File: config.mk
export PLATFORM = sky130hd
export DESIGN_NAME = led_pattern_seq
export DESIGN_NICKNAME = d
export VERILOG_FILES = /design/src/rtl/led_pattern_seq.sv
export SDC_FILE = /design/constraint.sdc
export NUM_CORES = 1
export LEC_CHECK = 0
export CAP_MARGIN = 15
export CORE_MARGIN = 2
export CORE_UTILIZATION = 40
export CTS_CLUSTER_SIZE = 28
export DETAILED_ROUTE_END_ITERATION = 16
export GPL_TIMING_DRIVEN = 0
export PLACE_DENSITY_LB_ADDON = 0.12
export SLEW_MARGIN = 25
export SYNTH_ARGS = -nofsm -noshare
export SYNTH_HDL_FRONTEND = slang
export SYNTH_SLANG_ARGS = --single-unit
export TNS_END_PERCENT = 100
File: constraint.sdc
create_clock -name clk -period 3.85 [get_ports clk]
set_clock_uncertainty 0.2 [all_clocks]
set_input_delay 0.77 -clock clk [delete_from_list [all_inputs] [get_ports clk]]
set_output_delay 0.77 -clock clk [all_outputs]
set_load 0.005 [all_outputs]
File: src/rtl/led_pattern_seq.sv
// led_pattern_seq
//   Blink-pattern sequencer for the board status LED. A 4-entry table of
//   (on-time, off-time) steps is played in order, once or looped. Durations
//   are counted in ticks of an internal prescaler (TICK_DIV clocks per tick).
//
// Parameters
//   TICK_DIV  clock cycles per duration tick (>= 2)
//   DUR_W     width of on/off durations, in ticks
//
// Ports
//   clk       system clock, rising edge
//   R         synchronous active-high reset
//   cfg_we    write table[cfg_addr] = {cfg_on, cfg_off}; ignored while busy
//   cfg_addr  table entry to write
//   cfg_on    on-time in ticks
//   cfg_off   off-time in ticks
//   cfg_len   last step index to play, latched on an accepted start
//   loop      restart at step 0 after the last step, latched on start
//   start     begin playback (ignored while busy, loses to stop)
//   stop      abort playback
//   LED       registered LED drive
//   busy      high while a pattern is playing
//   done      one-cycle pulse on non-looped completion
//   step      index of the step playing, 0 when idle
module led_pattern_seq #(
  parameter int TICK_DIV = 100000,
  parameter int DUR_W    = 10
) (
  input  logic             clk,
  input  logic             R,
  input  logic             cfg_we,
  input  logic [1:0]       cfg_addr,
  input  logic [DUR_W-1:0] cfg_on,
  input  logic [DUR_W-1:0] cfg_off,
  input  logic [1:0]       cfg_len,
  input  logic             loop,
  input  logic             start,
  input  logic             stop,
  output logic             LED,
  output logic             busy,
  output logic             done,
  output logic [1:0]       step
);

  localparam int            PW      = $clog2(TICK_DIV);
  localparam logic [PW-1:0] PS_LAST = PW'(TICK_DIV - 1);

  localparam logic [1:0] S_IDLE = 2'd0;
  localparam logic [1:0] S_ON   = 2'd1;
  localparam logic [1:0] S_OFF  = 2'd2;

  logic [1:0]       state, state_n;
  logic [1:0]       step_n;
  logic             done_n;
  logic [DUR_W-1:0] tab_on  [4];
  logic [DUR_W-1:0] tab_off [4];
  logic [1:0]       len_q;
  logic             loop_q;
  logic [PW-1:0]    presc;
  logic [DUR_W-1:0] dcnt;
  logic [DUR_W-1:0] dur;
  logic             phase_end;
  logic             accept;

  assign busy   = (state != S_IDLE);
  assign accept = (state == S_IDLE) && start && !stop;

  // A zero duration ends the phase on its first cycle; otherwise the phase
  // ends on the last prescaler count of the last tick, giving dur*TICK_DIV.
  always_comb begin
    // NOTE: every signal assigned here gets a default first, so no latch
    // can be inferred on any path through the case below.
    dur       = (state == S_OFF) ? tab_off[step] : tab_on[step];
    phase_end = (dur == '0) ||
                ((presc == PS_LAST) && (dcnt == dur - DUR_W'(1)));
    state_n   = state;
    step_n    = step;
    done_n    = 1'b0;
    case (state)
      S_IDLE: begin
        if (accept) begin
          state_n = S_ON;
          step_n  = 2'd0;
        end
      end
      S_ON: begin
        if (stop) begin
          state_n = S_IDLE;
          step_n  = 2'd0;
        end else if (phase_end) begin
          state_n = S_OFF;
        end
      end
      S_OFF: begin
        if (stop) begin
          state_n = S_IDLE;
          step_n  = 2'd0;
        end else if (phase_end) begin
          if (step < len_q) begin
            state_n = S_ON;
            step_n  = step + 2'd1;
          end else if (loop_q) begin
            state_n = S_ON;
            step_n  = 2'd0;
          end else begin
            state_n = S_IDLE;
            step_n  = 2'd0;
            done_n  = 1'b1;
          end
        end
      end
      default: begin
        state_n = S_IDLE;
        step_n  = 2'd0;
      end
    endcase
  end

  // NOTE: state registers use non-blocking assignments so every register
  // samples pre-edge values, independent of statement order.
  always_ff @(posedge clk) begin
    if (R) begin
      state  <= S_IDLE;
      step   <= 2'd0;
      done   <= 1'b0;
      LED    <= 1'b0;
      presc  <= '0;
      dcnt   <= '0;
      len_q  <= 2'd0;
      loop_q <= 1'b0;
      // NOTE: the table is cleared by reset on purpose: a pattern started
      // right after reset must play as all-zero steps, not stale contents.
      for (int i = 0; i < 4; i++) begin
        tab_on[i]  <= '0;
        tab_off[i] <= '0;
      end
    end else begin
      if ((state == S_IDLE) && cfg_we) begin
        tab_on[cfg_addr]  <= cfg_on;
        tab_off[cfg_addr] <= cfg_off;
      end
      if (accept) begin
        len_q  <= cfg_len;
        loop_q <= loop;
      end
      state <= state_n;
      step  <= step_n;
      done  <= done_n;
      // LED is computed for the state being entered so it is valid on the
      // first cycle of each phase with no extra latency.
      LED   <= (state_n == S_ON) && (tab_on[step_n] != '0);
      // Every transition enters a new phase, so the counters restart there.
      if ((state_n != state) || (state_n == S_IDLE)) begin
        presc <= '0;
        dcnt  <= '0;
      end else if (presc == PS_LAST) begin
        presc <= '0;
        dcnt  <= dcnt + DUR_W'(1);
      end else begin
        presc <= presc + PW'(1);
      end
    end
  end

endmodule

==> results of run 1 <==
registers in the layout (all words and copies together) (netlist names), 2 cells and up:
name     count
presc       17
state        2
tab_off     40
tab_on      40
len_q        2
dcnt        10
step         2
layout make-up:
class | instances | area [um^2] | share of cell area
plain buffers | 27 | 218 | 0.0285
repair buffers | 55 | 563 | 0.0736
multi-input cells | 365 | 2880 | 0.377
clock inverters | 14 | 178 | 0.0232
clock buffers | 18 | 429 | 0.0561
well taps | 184 | 230 | 0.0301
inverters | 7 | 26.3 | 0.00344
flip-flops and latches | 116 | 3120 | 0.408
worst register-to-register path, stage by stage, from the launching register on:
cell and delay, ns:
dfxtp_2 0.35, buf_8 0.14, buf_12 0.12, mux2_1 0.38, nor3b_2 0.21, o31a_2 0.19, nand4_4 0.13, and3_4 0.17
a211o_1 0.25, o211a_1 0.26, a22o_1 0.23, or4_4 0.45, or2_1 0.26, buf_6 0.14, clkbuf_16 0.16, nor2_4 0.07
path summary, 6_finish.rpt:
check / start / to / cells after the start
setup / recovery: step[0]$_SDFF_PP0_ / presc[1]$_SDFF_PP0_ / 15
hold / removal: presc[0]$_SDFF_PP0_ / presc[0]$_SDFF_PP0_ / 1
setup reg to reg: step[0]$_SDFF_PP0_ / presc[1]$_SDFF_PP0_ / 15
hold reg to reg: presc[0]$_SDFF_PP0_ / presc[0]$_SDFF_PP0_ / 1
power groups by stage:
stage	logic (mW)	registers [mW]	clock network, mW
floorplan	0.102	1.42	0
global placement	0.175	1.43	0
detailed placement	0.178	1.43	0
CTS	0.192	1.41	1.64
global route	0.212	1.41	1.69
finish	0.195	1.41	1.61
cells in the mapped netlist, types with 3 or more instances:
| library cell | number | area [um^2] |
|---|---|---|
| or3_1 | 3 | 18.8 |
| nor4_1 | 7 | 43.8 |
| mux2i_1 | 35 | 350 |
| nor2_1 | 35 | 131 |
| buf_6 | 4 | 45.0 |
| a21oi_1 | 6 | 30.0 |
| and3_1 | 7 | 43.8 |
| nor4b_1 | 3 | 26.3 |
| or4_1 | 9 | 67.6 |
| nor3b_1 | 3 | 22.5 |
| nor3_1 | 10 | 50.1 |
| buf_4 | 4 | 30.0 |
| a22oi_1 | 4 | 30.0 |
| mux4_2 | 8 | 180 |
| nand4_1 | 10 | 62.6 |
| xor2_1 | 19 | 166 |
| clkbuf_1 | 14 | 52.6 |
| inv_1 | 7 | 26.3 |
| dfxtp_1 | 36 | 721 |
| a22o_1 | 3 | 26.3 |
| ha_1 | 5 | 62.6 |
| nand3_1 | 18 | 90.1 |
| buf_8 | 3 | 45.0 |
| and2_1 | 81 | 507 |
| edfxtp_1 | 80 | 2400 |
| nand3b_1 | 4 | 30.0 |
| a211oi_1 | 3 | 22.5 |
| and4_1 | 6 | 52.6 |
| nand2_1 | 21 | 78.8 |
| xnor2_1 | 11 | 96.3 |
| o211ai_1 | 4 | 30.0 |
| nor2_4 | 8 | 90.1 |
| or2_2 | 4 | 25.0 |
cells by family after synthesis:
family                   after synthesis
AND/OR/NAND/NOR                      244
flip-flops                           116
multiplexers                          46
AO/OA/AOI/OAI                         38
buffers and inverters                 34
XOR/XNOR                              32
adder cells (fa/ha/maj)                5
what timing repair did:
| item | CTS | global route |
|---|---|---|
| resized for setup | 19 | 21 |
| cloned | 1 | 2 |
| pin swaps | 10 | 13 |
| setup endpoints to repair | 26 | 18 |
| setup buffers | 16 | 3 |
through the flow:
| step | utilization | cell area, um^2 |
|---|---|---|
| floorplan | - | 6050 |
| global placement | 0.451 | 6610 |
| detailed placement | 0.451 | 6610 |
| CTS | 0.511 | 7480 |
| global route | 0.522 | 7650 |
| finish | 0.522 | 7650 |
cells in the final DEF (no fill, tap or decap), types with 4 or more instances in the layout:
master and n:
clkdlybuf4s50_1 33, nor2_4 10, o211ai_1 4, buf_6 7, buf_4 19, xnor2_1 11
mux2i_1 30, nor4_1 7, clkinv_4 4, ha_1 4, edfxtp_1 80, and2_1 81
nor2_1 34, inv_1 7, a22oi_2 4, or4_1 9, clkinvlp_4 4, nor3_1 8
nand4_1 10, and4_1 5, dfxtp_1 35, nand3b_1 4, or2_2 4, nand3_1 15
clkbuf_1 15, mux4_2 8, buf_12 4, and3_1 6, a21oi_1 6, nand2_1 21
xor2_1 19, clkbuf_16 19
per-layer routing:
layer | wire, um | share of wire | track usage | vias to the layer above
li1 | - | - | - | 2032
met1 | 6430 | 0.45 | 0.240 | 2026
met2 | 6860 | 0.49 | 0.296 | 67
met3 | 557 | 0.039 | 0.0506 | 22
met4 | 276 | 0.020 | 0.0685 | 0
met5 | 0 | 0 | 0 | -
==> results.yml, run 1 <==
min_path:
  hold_path_class: "reg -> reg"
floorplan:
  fp.dieW_um: 127
  row_count: 44
  fp.dieH_um: 127
  core-area_um2: 14600
  die_area_um2: 16100
  ios: 35
  start_util: 0.413
worst_setup_path:
  crit_slowest_cell: "or4_4"
  critPathKind: "reg -> reg"
  arrival_ns: 3.94
  cp_cell_sequence: "buf_8 > buf_12 > mux2_1 > nor3b_2 > o31a_2 > nand4_4 > and3_4 > a211o_1 > o211a_1 > a22o_1 > or4_4 > or2_1 > buf_6 > clkbuf_16 > nor2_4"
  critical-path-max-stage-delay_ns: 0.45
  cp-end-kind: "flip-flop"
  cp_top_family: "simple AND/OR/NAND/NOR gates"
  required_ns: 4.01
  worst-path-buf-inv: 4
  cp-start-kind: "flip-flop"
  r2r_slack_ns: 0.07
  crit_fanout: 6
placement:
  place_ws_ns: -0.442
  numPlacedInstances: 732
  hpwl_um: 9840
  place.gp.congestion: 0.800
  port_buffers: 33
clock_tree:
  cts_sinks: 116
  cts_root_buf: "clkbuf_16"
  clk_path_buf_depth: 2
  cts_htree_levels: 4
  clkTransAtPathRegs_ns: 0.06
  clkLatencyLatePin_ns: 0.42
  cts_buffers: 17
  cts_tree: "yes"
  ctsHoldBuffers: 0
logic_synthesis:
  synth.distinct_cells: 67
  synth_flop_cell: "edfxtp_1"
  synthMuxAreaShare: 0.0952
  synth_top_family_by_area: "simple AND/OR/NAND/NOR gates"
  synth_area_per_cell_um2: 11.7
  synth-async-reset-ratio: 0
  synth_compound_area_frac: 0.0484
  synth-seq-cells: 116
  synth-simple-area-share: 0.247
  synth_warnings: 0
  synth_area_um2: 6050
  synth_cells: 515
  synthXorXnorAreaFrac: 0.0488
  syn-num-nets: 550
  synth_adder_area_share: 0.0103
  synth_seq_area_share: 0.516
  synth_edf_count: 80
cells_and_area:
  drive_above_1_share: 0.204
  area_growth_pct: 26.5
  final_cells: 786
  nets: 624
  fillCellCount: 1285
  antenna_cells: 0
job:
  cap_violations: 0
route:
  route.detailed.drc: 0
  wl_per_cell_um: 18.0
  dr.pass1.iters: 4
  ant_nets: 0
  vias: 4147
  drt_iter0_drc: 335
  routed_wl_um: 14100
  avgViaCountPerCell: 5.28
power_and_ir_drop:
  ir_worst_vdd_v: 0.000344
  pwr-share-comb: 0.061
  power.density_nw_per_um2: 420
  internal_power_mw: 2.50
  total_power_mw: 3.21
  power_frac_seq: 0.439
  clkPwrFrac: 0.500
  p_switching_mw: 0.714
  power_leakage_nw: 2.68
  switching_share: 0.222
sta:
  hold_viol_final: 0
  relSlewSlack: 0.610
  slew_viol_final: 0
  period_needed_ns: 3.78
  clock.fmax_mhz: 265
  setup_viol: 0
  fin_setup_tns_ns: 0
  post-route-period-util: 0.981
  hold_ws_ns: 0.268
  layout_setup_ws_ns: 0.0719
  worstMarginPinSlew_ns: 0.586
  rsz0062_at_grt: "yes"
global_routing:
  grt_use_total: 0.185
  grt_pass1_wl_um: 22300
  grt_overflow: 0
  antenna_found_initial: 0
  grt_pass1_vias: 4274
  grt_max_degree: 21
outcome:
  status: "finished clean"
(Power assumes the default switching activity.)
==> run 2: changes to the inputs <==
- SETUP_SLACK_MARGIN: unset -> 0.4
==> results.yml, run 2 (synthesized netlist as in run 1, its figures left out) <==
outcome:
  status: "finished clean"
sta:
  slew_viol_final: 0
  rsz0062_at_grt: "yes"
  fin_setup_tns_ns: 0
  relSlewSlack: 0.594
  hold_viol_final: 0
  worstMarginPinSlew_ns: 0.609
  post-route-period-util: 0.972
  setup_viol: 0
  period_needed_ns: 3.74
  clock.fmax_mhz: 267
  layout_setup_ws_ns: 0.106
  hold_ws_ns: 0.250
floorplan:
  fp.dieW_um: 127
  row_count: 44
  ios: 35
  start_util: 0.413
  fp.dieH_um: 127
  core-area_um2: 14600
  die_area_um2: 16100
clock_tree:
  clkTransAtPathRegs_ns: 0.05
  clkLatencyLatePin_ns: 0.42
  cts_buffers: 17
  cts_htree_levels: 4
  clk_path_buf_depth: 2
  cts_tree: "yes"
  cts_sinks: 116
  cts_root_buf: "clkbuf_16"
worst_setup_path:
  cp-start-kind: "flip-flop"
  crit_fanout: 6
  arrival_ns: 3.84
  crit_start: "step[0]$_SDFF_PP0_"
  critPathKind: "reg -> reg"
  cp-end-kind: "flip-flop"
  r2r-start: "step[0]$_SDFF_PP0_"
  required_ns: 3.95
cells_and_area:
  mostFrequentLayoutCell: "and2_1"
  reg_top3: "tab_off x40, tab_on x40, presc x17"
  area_growth_pct: 26.7
  nets: 630
  antenna_cells: 0
  fillCellCount: 1270
  drive_above_1_share: 0.217
  final_core_util: 0.523
  layout_common_cells: "and2_1, edfxtp_1, dfxtp_1"
  final_cell_area_um2: 7660
  final_cells: 792
power_and_ir_drop:
  power_leakage_nw: 2.70
  total_power_mw: 3.21
  ir_worst_vdd_v: 0.000315
  power.density_nw_per_um2: 419
global_routing:
  grt_max_degree: 21
  grt_overflow: 0
  antenna_found_initial: 0
  grt_pass1_vias: 4294
  grt_use_total: 0.185
  grt_pass1_wl_um: 22400
route:
  ant_nets: 0
  avgViaCountPerCell: 5.21
  dr.pass1.iters: 4
  route.detailed.drc: 0
  drt_iter0_drc: 297
  vias: 4123
  routed_wl_um: 14000
  wl_per_cell_um: 17.7
placement:
  place.gp.congestion: 0.809
  port_buffers: 33
  numPlacedInstances: 732
  dpl-instance-area_um2: 6640
  hpwl_um: 9750
  place_ws_ns: -0.232
min_path:
  hp-start: "presc[0]$_SDFF_PP0_"
  hold_path_class: "reg -> reg"
job:
  cap_violations: 0
[run 2: repair_timing]
item | 4_1_cts | 5_1_grt
hold endpoints to repair | 0 | 0
setup buffers | 20 | 7
resized for setup | 21 | 17
cloned | 0 | 1
hold buffers | 0 | 0
pin swaps | 11 | 6
setup endpoints to repair | 32 | 32
[run 2: per-layer routing]
| layer | up-vias | part of all wire | global-route usage |
|---|---|---|---|
| li1 | 2046 | - | - |
| met1 | 2003 | 0.46 | 0.239 |
| met2 | 61 | 0.49 | 0.309 |
| met3 | 13 | 0.029 | 0.0422 |
| met4 | 0 | 0.013 | 0.0640 |
| met5 | - | 0 | 0 |
[run 2: power by group]
part           internal (mW)  switching [mW]
Sequential              1.39          0.0218
Combinational         0.0884           0.106
Clock                   1.02           0.590
[run 2: worst max-delay path, stage by stage, from the launching register on]
cell	delay, ns
dfxtp_2	0.33
buf_12	0.14
buf_12	0.14
buf_12	0.13
mux2i_2	0.15
a22oi_2	0.24
nand3_4	0.12
ha_4	0.19
buf_4	0.13
xor2_1	0.13
or4_1	0.48
o211ai_1	0.10
o211a_1	0.21
buf_4	0.14
and4_1	0.21
nor3_2	0.06
buf_4	0.16
mux2i_1	0.13
a22o_1	0.23
[run 2: path summary, 6_finish.rpt]
path	endpoint	slack [ns]	cells after the start
setup reg to reg	LED$_SDFF_PP0_	0.11	18
hold reg to reg	presc[0]$_SDFF_PP0_	0.25	1
hold / removal	presc[0]$_SDFF_PP0_	0.25	1
setup / recovery	LED$_SDFF_PP0_	0.11	18
[run 2: cell type report]
| class | instances | area (um^2) | area share |
|---|---|---|---|
| sequential | 116 | 3130 | 0.408 |
| multi-input combinational | 365 | 2860 | 0.374 |
| timing repair buffer | 61 | 587 | 0.0766 |
| clock buffer | 17 | 425 | 0.0555 |
| tap | 184 | 230 | 0.0301 |
| buffer | 27 | 226 | 0.0296 |
| clock inverter | 15 | 178 | 0.0232 |
| inverter | 7 | 26.3 | 0.00343 |
